**src/rtl/irq_controller.sv**
```systemverilog
// irq_controller: 4-source edge-triggered priority interrupt controller with context save/restore
module irq_controller (
  input  logic       clk,
  input  logic       StartEverything,
  input  logic [3:0] irq_in,
  input  logic       mask_we,
  input  logic [3:0] mask_din,
  input  logic       irq_ack,
  input  logic       reti,
  input  logic [7:0] ACCin,
  input  logic [2:0] flagsIn,
  output logic       irq_req,
  output logic [1:0] irq_vector,
  output logic       in_service,
  output logic [7:0] ACCsaved,
  output logic [2:0] flagsSaved,
  output logic       restore,
  output logic [3:0] pending
);
  typedef enum logic [1:0] {IDLE, REQ, SERVICE} state_t;
  state_t     st_q, st_d;
  logic [3:0] prev_q, pend_q, pend_d, mask_q, en, clr;
  logic       req_q, req_d, ins_q, ins_d, restore_q, restore_d;
  logic [1:0] vec_q, vec_d, lowest;
  logic [7:0] acc_q, acc_d;
  logic [2:0] flg_q, flg_d;
  assign en     = pend_q & mask_q;
  assign lowest = en[0] ? 2'd0 : en[1] ? 2'd1 : en[2] ? 2'd2 : 2'd3;
  // a new edge beats the acknowledge clear on the same bit
  assign pend_d = (pend_q & ~clr) | (irq_in & ~prev_q);
  always_comb begin
    st_d      = st_q;
    req_d     = req_q;
    vec_d     = vec_q;
    ins_d     = ins_q;
    restore_d = 1'b0;
    acc_d     = acc_q;
    flg_d     = flg_q;
    clr       = 4'b0;
    case (st_q)
      IDLE: if (|en) begin
        st_d  = REQ;
        req_d = 1'b1;
        vec_d = lowest;
      end
      REQ: if (irq_ack) begin
        st_d  = SERVICE;
        req_d = 1'b0;
        ins_d = 1'b1;
        acc_d = ACCin;
        flg_d = flagsIn;
        clr   = 4'b1 << vec_q;
      end
      SERVICE: if (reti) begin
        st_d      = IDLE;
        ins_d     = 1'b0;
        restore_d = 1'b1;
      end
      default: st_d = IDLE;
    endcase
  end
  always_ff @(posedge clk) begin
    if (StartEverything) begin
      st_q      <= IDLE;
      prev_q    <= 4'b0;
      pend_q    <= 4'b0;
      mask_q    <= 4'b1111;
      req_q     <= 1'b0;
      vec_q     <= 2'd0;
      ins_q     <= 1'b0;
      restore_q <= 1'b0;
      acc_q     <= 8'b0;
      flg_q     <= 3'b0;
    end else begin
      st_q      <= st_d;
      prev_q    <= irq_in;
      pend_q    <= pend_d;
      mask_q    <= mask_we ? mask_din : mask_q;
      req_q     <= req_d;
      vec_q     <= vec_d;
      ins_q     <= ins_d;
      restore_q <= restore_d;
      acc_q     <= acc_d;
      flg_q     <= flg_d;
    end
  end
  assign irq_req    = req_q;
  assign irq_vector = vec_q;
  assign in_service = ins_q;
  assign ACCsaved   = acc_q;
  assign flagsSaved = flg_q;
  assign restore    = restore_q;
  assign pending    = pend_q;
endmodule

```
**config.mk**
```make
export PLATFORM = sky130hd
export DESIGN_NAME = irq_controller
export DESIGN_NICKNAME = d
export VERILOG_FILES = /design/src/rtl/irq_controller.sv
export SDC_FILE = /design/constraint.sdc
export NUM_CORES = 1
export LEC_CHECK = 0
export BUFFER_PORTS_ARGS = -buffer_cell sky130_fd_sc_hd__buf_2
export CORE_ASPECT_RATIO = 1.75
export CORE_MARGIN = 2
export CORE_UTILIZATION = 42
export DETAILED_ROUTE_END_ITERATION = 10
export PLACE_DENSITY = 0.8
export SLEW_MARGIN = 40
export SYNTH_ARGS = -nofsm -noshare
export SYNTH_HDL_FRONTEND = slang
export SYNTH_SLANG_ARGS = --single-unit
```
**constraint.sdc**
```tcl
create_clock -name clk -period 1.1 [get_ports clk]
set_input_delay 0.11 -clock clk [delete_from_list [all_inputs] [get_ports clk]]
set_output_delay 0.11 -clock clk [all_outputs]
set_load 0.05 [all_outputs]
```
==> impl_metrics.env, run 1 <==
export IMPL_antenna_found_initial=0
export IMPL_dr_pass1_iters=4
export IMPL_cts_setup_buffers=0
export IMPL_cts_hold_buf=0
export IMPL_via_per_inst=5.139
export IMPL_htreeDepth=2
export IMPL_cts_tree="yes"
export IMPL_row_count=24
export IMPL_dieArea_um2=3115
export IMPL_hp_class="in2reg"
export IMPL_synth_seq_cells=30
export IMPL_pwr_share_comb_pct=23.4
export IMPL_synth_top_cells_by_area="dfxtp_1, nand2_1, a21oi_1, nor2b_1, nand2b_1"
export IMPL_critPathCaptureType="flop"
export IMPL_cp_max_fo=3
export IMPL_setup_viol=1
export IMPL_layout_common_cells="buf_2, nand2_1, dfxtp_1"
export IMPL_clockBufferDepth=2
export IMPL_cp_required_ps=1290
export IMPL_finalNetCount=199
export IMPL_design_area_um2=1545
export IMPL_switching_share_pct=30.72
export IMPL_routabilityCongestion=0.8044
export IMPL_grt_pass1_vias=970
export IMPL_dr_total_vias=1033
export IMPL_synth_seq_area_share_pct=53.57
export IMPL_startpoint_type="flop"
export IMPL_fin_ws_ps=-65.95
export IMPL_area_delta_synth_final_pct=37.83
export IMPL_yosysTopAreaCell="dfxtp_1"
export IMPL_syn_inst=121
export IMPL_cts_clk_slew_worst_paths_ps=60
export IMPL_syn_area_per_cell_um2=9.265
export IMPL_cts_sinks=30
export IMPL_cts_buffers=5
export IMPL_irDropWorstVdd_v=0.001192
export IMPL_fillers=228
export IMPL_wl_mm=2.468
export IMPL_p_sw_uw=818.2
export IMPL_cts_root_buf="clkbuf_8"
export IMPL_diodes=0
export IMPL_port_buffer_count=43
export IMPL_wl_per_cell_um=12.28
export IMPL_outcome="finished, violations left"
export IMPL_track_usage_pct=17.82
export IMPL_seqPwrFrac_pct=46.8
export IMPL_reg2reg_depth=3
export IMPL_worstPathArrival_ps=1350
export IMPL_max_cap_violations=0
export IMPL_fin_skew_ps=5.426
export IMPL_max_slew_margin_rel_pct=65.06
export IMPL_slew_violations=0
export IMPL_die_w_um=43.06
export IMPL_drc=0
export IMPL_timing_final_crit_share_pct=106.0
export IMPL_syn_nets=145
export IMPL_ys_types=29
export IMPL_worstSkewPairLatency_ps=280
export IMPL_syn_area_um2=1121
export IMPL_gr_total_overflow=0
export IMPL_mostFrequentLayoutCell="buf_2"
export IMPL_critPathKind="reg2reg"
export IMPL_p_leak_uw=0.0006906
export IMPL_worst_slew_pin_slew_ps=524.1
export IMPL_detailed_place_hpwl_mm=1.828
export IMPL_power_frac_clock_pct=29.8
export IMPL_die_h_um=72.35
export IMPL_grt_max_degree=32
export IMPL_drive_gt1_share_pct=45.14
export IMPL_first_iter_violations=26
export IMPL_rsz0062_at_grt="true"
export IMPL_violations="negative setup slack"
export IMPL_yosys_warnings=0
export IMPL_core_um2=2522
export IMPL_period_needed_ps=1166
export IMPL_power_density_nw_per_um2=1724
export IMPL_max_freq_mhz=857.7
export IMPL_grt_pass1_wl_mm=4.029
export IMPL_p_int_uw=1845
export IMPL_pin_count=44
export IMPL_antenna_left=0
export IMPL_min_path_cells=2
export IMPL_placed_cell_area_um2=1436
export IMPL_totalPowerFinal_uw=2664
export IMPL_synth_top_area_share_pct=53.57
export IMPL_start_util_pct=44.44
export IMPL_hold_violations=0
[power groups by stage]
stage / clock (uW) / sequential [uW] / combinational, uW
2_1_floorplan: 0 / 1450 / 225
3_3_place_gp: 0 / 1250 / 600
3_5_place_dp: 0 / 1260 / 610
4_1_cts: 817 / 1240 / 615
5_1_grt: 877 / 1260 / 670
6_report: 793 / 1250 / 624
[layout make-up]
class                      count  area (um^2)  share of cell area, %
multi-input combinational     83        499.2                  32.31
tap                           26        32.53                  2.105
sequential                    30        624.3                  40.40
inverter                       1        3.754                 0.2429
timing repair buffer          54        309.0                  20.00
clock buffer                   7        76.32                  4.939
[synthesized netlist by cell type]
library cell   n
or3b_1         1
a311o_2        1
nor2b_1        8
a22oi_1        1
and3b_1        1
inv_1          1
buf_4          2
mux2i_1        1
nand3b_1       1
a2bb2oi_1      1
a211oi_1       1
a221o_1        1
o31ai_1        2
nand2b_1       6
a211o_1        4
o31a_2         1
a21oi_1       18
dfxtp_1       30
clkbuf_1       1
a221oi_2       1
nand4b_1       1
o21ai_0        2
buf_2          3
nor4bb_1       1
and2_2         1
nand2_1       25
nor2_1         3
buf_1          1
nor3_1         1
[metal layers]
layer	share of wire, %	wire length (um)	GRT usage (%)
met2	51	1257	30.64
met5	0	0	0
met4	2.6	64	11.11
met1	38	937	17.84
met3	8.4	208	6.219
[logic make-up (layout without fill, tap and decap cells)]
kind of cell	Yosys count	in the layout	synth area share, %
flip-flops	30	30	53.57
AND/OR/NAND/NOR	49	49	22.21
buffers and inverters	8	62	3.681
multiplexers	1	1	0.8929
AO/OA/AOI/OAI	33	33	19.64
[what timing repair did]
item                                   CTS  global route
gates resized for setup                  4             8
pin swaps                                1             2
setup endpoints to repair               14            17
cloned                                   0             0
endpoints found under the hold margin    0             0
[state kept, by name (all words and copies together), names as in the netlist]
name,flops
mask_q,4
ACCsaved,8
st_q,2
pending,4
irq_req,1
irq_vector,2
in_service,1
flagsSaved,3
prev_q,4
restore,1
[path summary, 6_finish.rpt]
| path | startpoint | endpoint | slack, ps |
|---|---|---|---|
| setup / recovery | pending[1]$_SDFF_PP0_ | st_q[0]$_SDFFE_PP0P_ | -70 |
| hold / removal | mask_din[0] | mask_q[0]$_SDFFE_PP1P_ | 40 |
| setup reg to reg | pending[1]$_SDFF_PP0_ | st_q[0]$_SDFFE_PP0P_ | -70 |
| hold reg to reg | ACCsaved[4]$_SDFFE_PP0P_ | ACCsaved[4]$_SDFFE_PP0P_ | 450 |
[worst max-delay path: stages (launching register included)]
cell      delay [ps]
dfxtp_4          350
nand2_2           50
a311o_2          420
a221oi_2         260
[metrics by stage]
stage               utilization [%]  hold WS [ps]  setup TNS, ps  std cells  setup slack, ps
global placement              56.94         314.0         -4.868        194           -4.868
floorplan                         -         227.9         -167.9        121           -118.9
global route                  61.26         44.07         -636.2        201           -120.7
CTS                           60.37         29.51         -55.80        201           -55.80
detailed placement            56.94         321.4         -95.99        194           -49.58
finish                        61.26         35.89         -65.95        201           -65.95
No activity file was read; power rests on OpenSTA's default activity.
==> run 2: changes to the inputs <==
==> constraint.sdc (replaced) <==
create_clock -name clk -period 1.1 [get_ports clk]
set_input_delay 0 -clock clk [delete_from_list [all_inputs] [get_ports clk]]
set_output_delay 0 -clock clk [all_outputs]
set_load 0.05 [all_outputs]
==> run 2 against run 1 <==
The flow still finishes with violations (negative setup slack). Flip-flop and latch count stayed put. Die area stayed put. Count of clock-buffer cells in the layout stayed put. Worst setup slack better by 4.8 ps. Sequential power hardly changed. Final cell count is 9.5% higher. Sequential share of layout area is 4.3 points lower. Core utilization is 7.2 points higher. Clock power hardly changed. Design area is 12% higher. Highest routed layer unchanged.
==> impl_metrics.env, run 2 (synthesized netlist as in run 1, its figures left out) <==
export IMPL_crit_path_start="pending[1]$_SDFF_PP0_"
export IMPL_pwr_share_comb_pct=24.8
export IMPL_dr_total_vias=1132
export IMPL_pin_count=44
export IMPL_antenna_left=0
export IMPL_setup_viol=1
export IMPL_area_delta_synth_final_pct=54.13
export IMPL_irDropWorstVdd_v=0.001169
export IMPL_seqPwrFrac_pct=45.9
export IMPL_cts_clk_slew_worst_paths_ps=60
export IMPL_finalNetCount=218
export IMPL_routabilityCongestion=0.8044
export IMPL_grtUsageMet3_pct=6.468
export IMPL_outcome="finished, violations left"
export IMPL_cts_tree="yes"
export IMPL_hp_class="in2reg"
export IMPL_slew_violations=0
export IMPL_max_slew_margin_rel_pct=64.00
export IMPL_detailed_place_hpwl_mm=1.828
export IMPL_layout_common_cells="buf_2, nand2_1, dfxtp_1, dlygate4sd3_1, a21oi_1"
export IMPL_rsz0062_at_grt="true"
export IMPL_critPathBufInv=0
export IMPL_grt_pass1_vias=1125
export IMPL_fin_ws_ps=-61.14
export IMPL_largest_reg_flops=8
export IMPL_wl_mm=2.899
export IMPL_min_from="reti"
export IMPL_final_util_pct=68.50
export IMPL_p_leak_uw=0.0007697
export IMPL_track_usage_pct=20.89
export IMPL_pre_cts_ws_ps=-49.58
export IMPL_start_util_pct=44.44
export IMPL_cpPeakStageDelay_ps=420
export IMPL_worst_path_stages=3
export IMPL_worst_slew_pin_slew_ps=540.0
export IMPL_drc=0
export IMPL_cts_root_buf="clkbuf_8"
export IMPL_worstSkewPairLatency_ps=280
export IMPL_grt_busiest_layer="met2"
export IMPL_row_count=24
export IMPL_worstPathArrival_ps=1350
export IMPL_crit_chain="nand2_2 > a311o_2 > a221oi_2"
export IMPL_r2r_start="pending[1]$_SDFF_PP0_"
export IMPL_use_met1_pct=19.72
export IMPL_p_sw_uw=834.3
export IMPL_use_met2_pct=39.06
export IMPL_cts_buffers=5
export IMPL_power_frac_clock_pct=29.3
export IMPL_grt_max_degree=32
export IMPL_critPathKind="reg2reg"
export IMPL_fin_skew_ps=5.596
export IMPL_cts_sinks=30
export IMPL_max_freq_mhz=861.2
export IMPL_clockBufferDepth=2
export IMPL_htreeDepth=2
export IMPL_startpoint_type="flop"
export IMPL_wl_per_cell_um=13.18
export IMPL_port_buffer_count=43
export IMPL_cpMaxStageDelayCell="a311o_2"
export IMPL_die_h_um=72.35
export IMPL_final_seq_area_um2=624.3
export IMPL_max_cap_violations=0
export IMPL_grt_pass1_wl_mm=4.740
export IMPL_hold_violations=0
export IMPL_critPathCaptureType="flop"
export IMPL_switching_share_pct=30.70
export IMPL_dieArea_um2=3115
export IMPL_die_w_um=43.06
export IMPL_diodes=0
export IMPL_drive_gt1_share_pct=40.72
export IMPL_violations="negative setup slack"
export IMPL_first_iter_violations=26
export IMPL_power_density_nw_per_um2=1573
export IMPL_multi_input_area_um2=499.2
export IMPL_cts_setup_buffers=0
export IMPL_timing_final_crit_share_pct=105.6
export IMPL_via_per_inst=5.145
export IMPL_cp_required_ps=1290
export IMPL_core_um2=2522
export IMPL_dr_pass1_iters=4
export IMPL_fillers=197
export IMPL_critical_path_top_delay_family="compound AO/OA/AOI/OAI gates"
export IMPL_gr_total_overflow=0
export IMPL_mostFrequentLayoutCell="buf_2"
export IMPL_reg2reg_depth=3
export IMPL_min_path_cells=2
export IMPL_antenna_found_initial=0
export IMPL_cp_max_fo=3
export IMPL_p_int_uw=1883
export IMPL_period_needed_ps=1161
## run 2: layout make-up
class | instances | area share, %
Inverter | 1 | 0.2172
Clock buffer | 7 | 4.417
Sequential cell | 30 | 36.13
Tap cell | 26 | 1.883
Multi-Input combinational cell | 83 | 28.89
Timing Repair Buffer | 73 | 28.46
## run 2: power groups by stage
stage / sequential, uW / clock (uW) / combinational, uW
floorplan: 1450 / 0 / 225
global placement: 1250 / 0 / 600
detailed placement: 1260 / 0 / 610
CTS: 1240 / 817 / 664
global route: 1260 / 875 / 724
finish: 1250 / 795 / 675
## run 2: final timing paths
| check | end | slack (ps) |
|---|---|---|
| min reg2reg | ACCsaved[4]$_SDFFE_PP0P_ | 450 |
| min | restore$_SDFF_PP0_ | 10 |
| max reg2reg | st_q[0]$_SDFFE_PP0P_ | -60 |
| max | st_q[0]$_SDFFE_PP0P_ | -60 |
## run 2: routing by layer
layer  part of all wire, %  wire, um  up-vias
met3                   6.4       186        8
met2                    54      1573       47
li1                      -         -      562
met4                   2.2        64        0
met1                    37      1075      515
met5                     0         0        -
## run 2: what timing repair did
item                       CTS  global route
gates resized for setup      3             6
hold endpoints to repair    22             0
hold buffers                19             0
setup endpoints to repair   13            16
pin swaps                    1             2
## run 2: through the flow
step	std cells	instance area, um^2	power (uW)	TNS [ps]	hold WS [ps]
after floorplan	121	1144	1675	-167.9	117.9
after global placement	194	1436	1853	-4.868	204.0
after detailed placement	194	1436	1868	-95.99	211.4
after CTS	220	1710	2721	-55.80	2.068
after global routing	220	1728	2857	-638.7	17.65
final	220	1728	2718	-61.14	13.07
==> run 3: changes to the inputs <==
--- a/config.mk
+++ b/config.mk
@@ -6,4 +6,5 @@
 export NUM_CORES = 1
 export LEC_CHECK = 0
+export ABC_AREA = 1
 export BUFFER_PORTS_ARGS = -buffer_cell sky130_fd_sc_hd__buf_2
 export CORE_ASPECT_RATIO = 1.75
==> constraint.sdc (replaced) <==
create_clock -name clk -period 1.1 [get_ports clk]
set_input_delay 0 -clock clk [delete_from_list [all_inputs] [get_ports clk]]
set_output_delay 0 -clock clk [all_outputs]
set_load 0.01 [all_outputs]
==> run 3 against run 2 <==
The flow now finishes without violations. Fmax grew 17%. Hold slack improved by 95 ps. Combinational power shrank 31%. Critical endpoint is now pending[3]$_SDFF_PP0_. Sequential power hardly changed. Via count is 0.35% higher.
==> impl_metrics.env, run 3 <==
export IMPL_outcome="complete, no violations"
export IMPL_drc=0
export IMPL_critPathBufInv=1
export IMPL_synth_ff_type="dfxtp_1"
export IMPL_power_density_nw_per_um2=1520
export IMPL_cts_sinks=30
export IMPL_port_buffer_count=43
export IMPL_yosys_warnings=0
export IMPL_ys_types=15
export IMPL_synth_top_area_share_pct=53.63
export IMPL_cpMaxStageDelayCell="dfxtp_2"
export IMPL_antenna_left=0
export IMPL_dr_pass1_iters=4
export IMPL_fin_skew_ps=1.949
export IMPL_cp_max_fo=5
export IMPL_hp_class="in2reg"
export IMPL_synth_seq_area_share_pct=53.63
export IMPL_dieArea_um2=3111
export IMPL_worst_path_stages=4
export IMPL_syn_nets=172
export IMPL_period_needed_ps=995.4
export IMPL_rsz0062_at_grt="false"
export IMPL_max_freq_mhz=1005
export IMPL_worstSkewPairLatency_ps=280
export IMPL_cts_buffers=5
export IMPL_cts_root_buf="clkbuf_8"
export IMPL_drive_gt1_share_pct=26.94
export IMPL_gr_total_overflow=0
export IMPL_die_h_um=72.31
export IMPL_timing_final_crit_share_pct=90.49
export IMPL_row_count=24
export IMPL_track_usage_pct=19.30
export IMPL_critPathCaptureType="flop"
export IMPL_via_per_inst=4.637
export IMPL_max_slew_margin_rel_pct=77.19
export IMPL_grt_max_degree=19
export IMPL_dr_total_vias=1136
export IMPL_layout_common_cells="nand2_1, buf_2, dfxtp_1"
export IMPL_pin_count=44
export IMPL_cts_tree="yes"
export IMPL_finalSetupTns_ps=0
export IMPL_yosysMostFrequentCell="nand2_1"
export IMPL_crit_chain="inv_2 > nand3_2 > nor3_1 > o21ai_0"
export IMPL_max_cap_violations=0
export IMPL_setup_viol=0
export IMPL_routabilityCongestion=0.7113
export IMPL_wl_mm=2.691
export IMPL_fin_ws_ps=104.6
export IMPL_start_util_pct=44.39
export IMPL_htreeDepth=2
export IMPL_reg2reg_depth=4
export IMPL_synth_edf_count=0
export IMPL_syn_inst=148
export IMPL_pre_cts_ws_ps=36.51
export IMPL_detailed_place_hpwl_mm=1.632
export IMPL_first_iter_violations=15
export IMPL_whs_ps=107.8
export IMPL_cp_required_ps=1270
export IMPL_p_leak_uw=0.0008218
export IMPL_worstPathArrival_ps=1160
export IMPL_die_w_um=43.03
export IMPL_grt_pass1_vias=1120
export IMPL_cpPeakStageDelay_ps=330
export IMPL_slew_violations=0
export IMPL_min_path_cells=4
export IMPL_core_um2=2522
export IMPL_cts_clk_slew_worst_paths_ps=60
export IMPL_yosys_top_cells_count="nand2_1, dfxtp_1, inv_1"
export IMPL_synth_top_cells_by_area="dfxtp_1, nand2_1, a21oi_1, inv_1, nand3_1"
export IMPL_worst_slew_pin_slew_ps=341.8
export IMPL_wl_per_cell_um=10.98
export IMPL_synthArstFlopShare_pct=0
export IMPL_critPathKind="reg2reg"
export IMPL_clockBufferDepth=2
export IMPL_grt_pass1_wl_mm=4.471
export IMPL_diodes=0
export IMPL_synth_seq_cells=30
export IMPL_final_util_pct=65.92
export IMPL_syn_area_per_cell_um2=7.566
export IMPL_largest_reg_flops=8
export IMPL_hold_violations=0
export IMPL_mostFrequentLayoutCell="nand2_1"
export IMPL_antenna_found_initial=0
export IMPL_startpoint_type="flop"
export IMPL_finalNetCount=243
export IMPL_syn_area_um2=1120
export IMPL_yosysTopAreaCell="dfxtp_1"
export IMPL_irDropWorstVdd_v=0.0009346
export IMPL_critical_path_top_delay_family="simple AND/OR/NAND/NOR gates"
export IMPL_area_delta_synth_final_pct=48.49
## run 3: cell count changes after synthesis, moves of 2 or more
cell / delta
inv_1: +15
nand2_1: +30
a211o_1: -4
nor2_1: +6
o31ai_1: -2
nor2b_1: -8
nor3_1: +3
o21ai_0: +3
a21oi_1: -5
nand2b_1: -6
nand3_1: +7
## run 3: kinds of logic (layout without fill, tap and decap cells)
family,after synthesis,count (layout),synth area share (%)
AO/OA/AOI/OAI,19,19,8.826
buffers and inverters,22,92,8.938
AND/OR/NAND/NOR,77,78,28.60
flip-flops,30,30,53.63
## run 3: what timing repair did
item	CTS	global route
setup endpoints to repair	0	13
gates resized for setup	0	4
endpoints found under the hold margin	21	0
hold buffers	21	0
setup buffers	0	2
## run 3: area by class of cell
type / instances / area, um^2
fillers: 230 / 859.6
inverters: 17 / 66.31
flip-flops and latches: 30 / 603.1
clock buffers: 7 / 76.32
multi-input cells: 97 / 429.2
well taps: 26 / 32.53
repair buffers: 68 / 455.4
## run 3: power breakdown
group,switching (uW),leakage [uW],internal (uW)
combinational,244,0.000536,220
sequential,68.0,0.000248,1180
clock,380,0.0000383,434
## run 3: per-stage QoR
step                cell area, um^2  cells  power [uW]
global route                   1663    245        2677
detailed placement             1346    214        1652
finish                         1663    245        2528
global placement               1346    214        1644
CTS                            1633    242        2523
floorplan                      1120    148        1509
## run 3: per-layer routing
layer  routed length, um  vias up  global-route usage [%]
li1                    -      599                       -
met1                1014      495                   18.70
met2                1432       39                   35.02
met3                 194        3                   7.960
met4                  49        0                   8.081
met5                   0        -                       0
## run 3: worst paths after layout
| check | slack (ps) | end | from |
|---|---|---|---|
| worst max register to register | 100 | pending[3]$_SDFF_PP0_ | st_q[1]$_SDFFE_PP0P_ |
| worst min-delay path | 110 | st_q[0]$_SDFFE_PP0P_ | irq_ack |
| worst min register to register | 460 | mask_q[1]$_SDFFE_PP1P_ | mask_q[1]$_SDFFE_PP1P_ |
| worst max-delay path | 100 | pending[3]$_SDFF_PP0_ | st_q[1]$_SDFFE_PP0P_ |
## run 3: worst min-delay path, stage by stage
cell     delay (ps)
buf_2           130
nor2_1          100
o21ai_0          90
inv_1            50
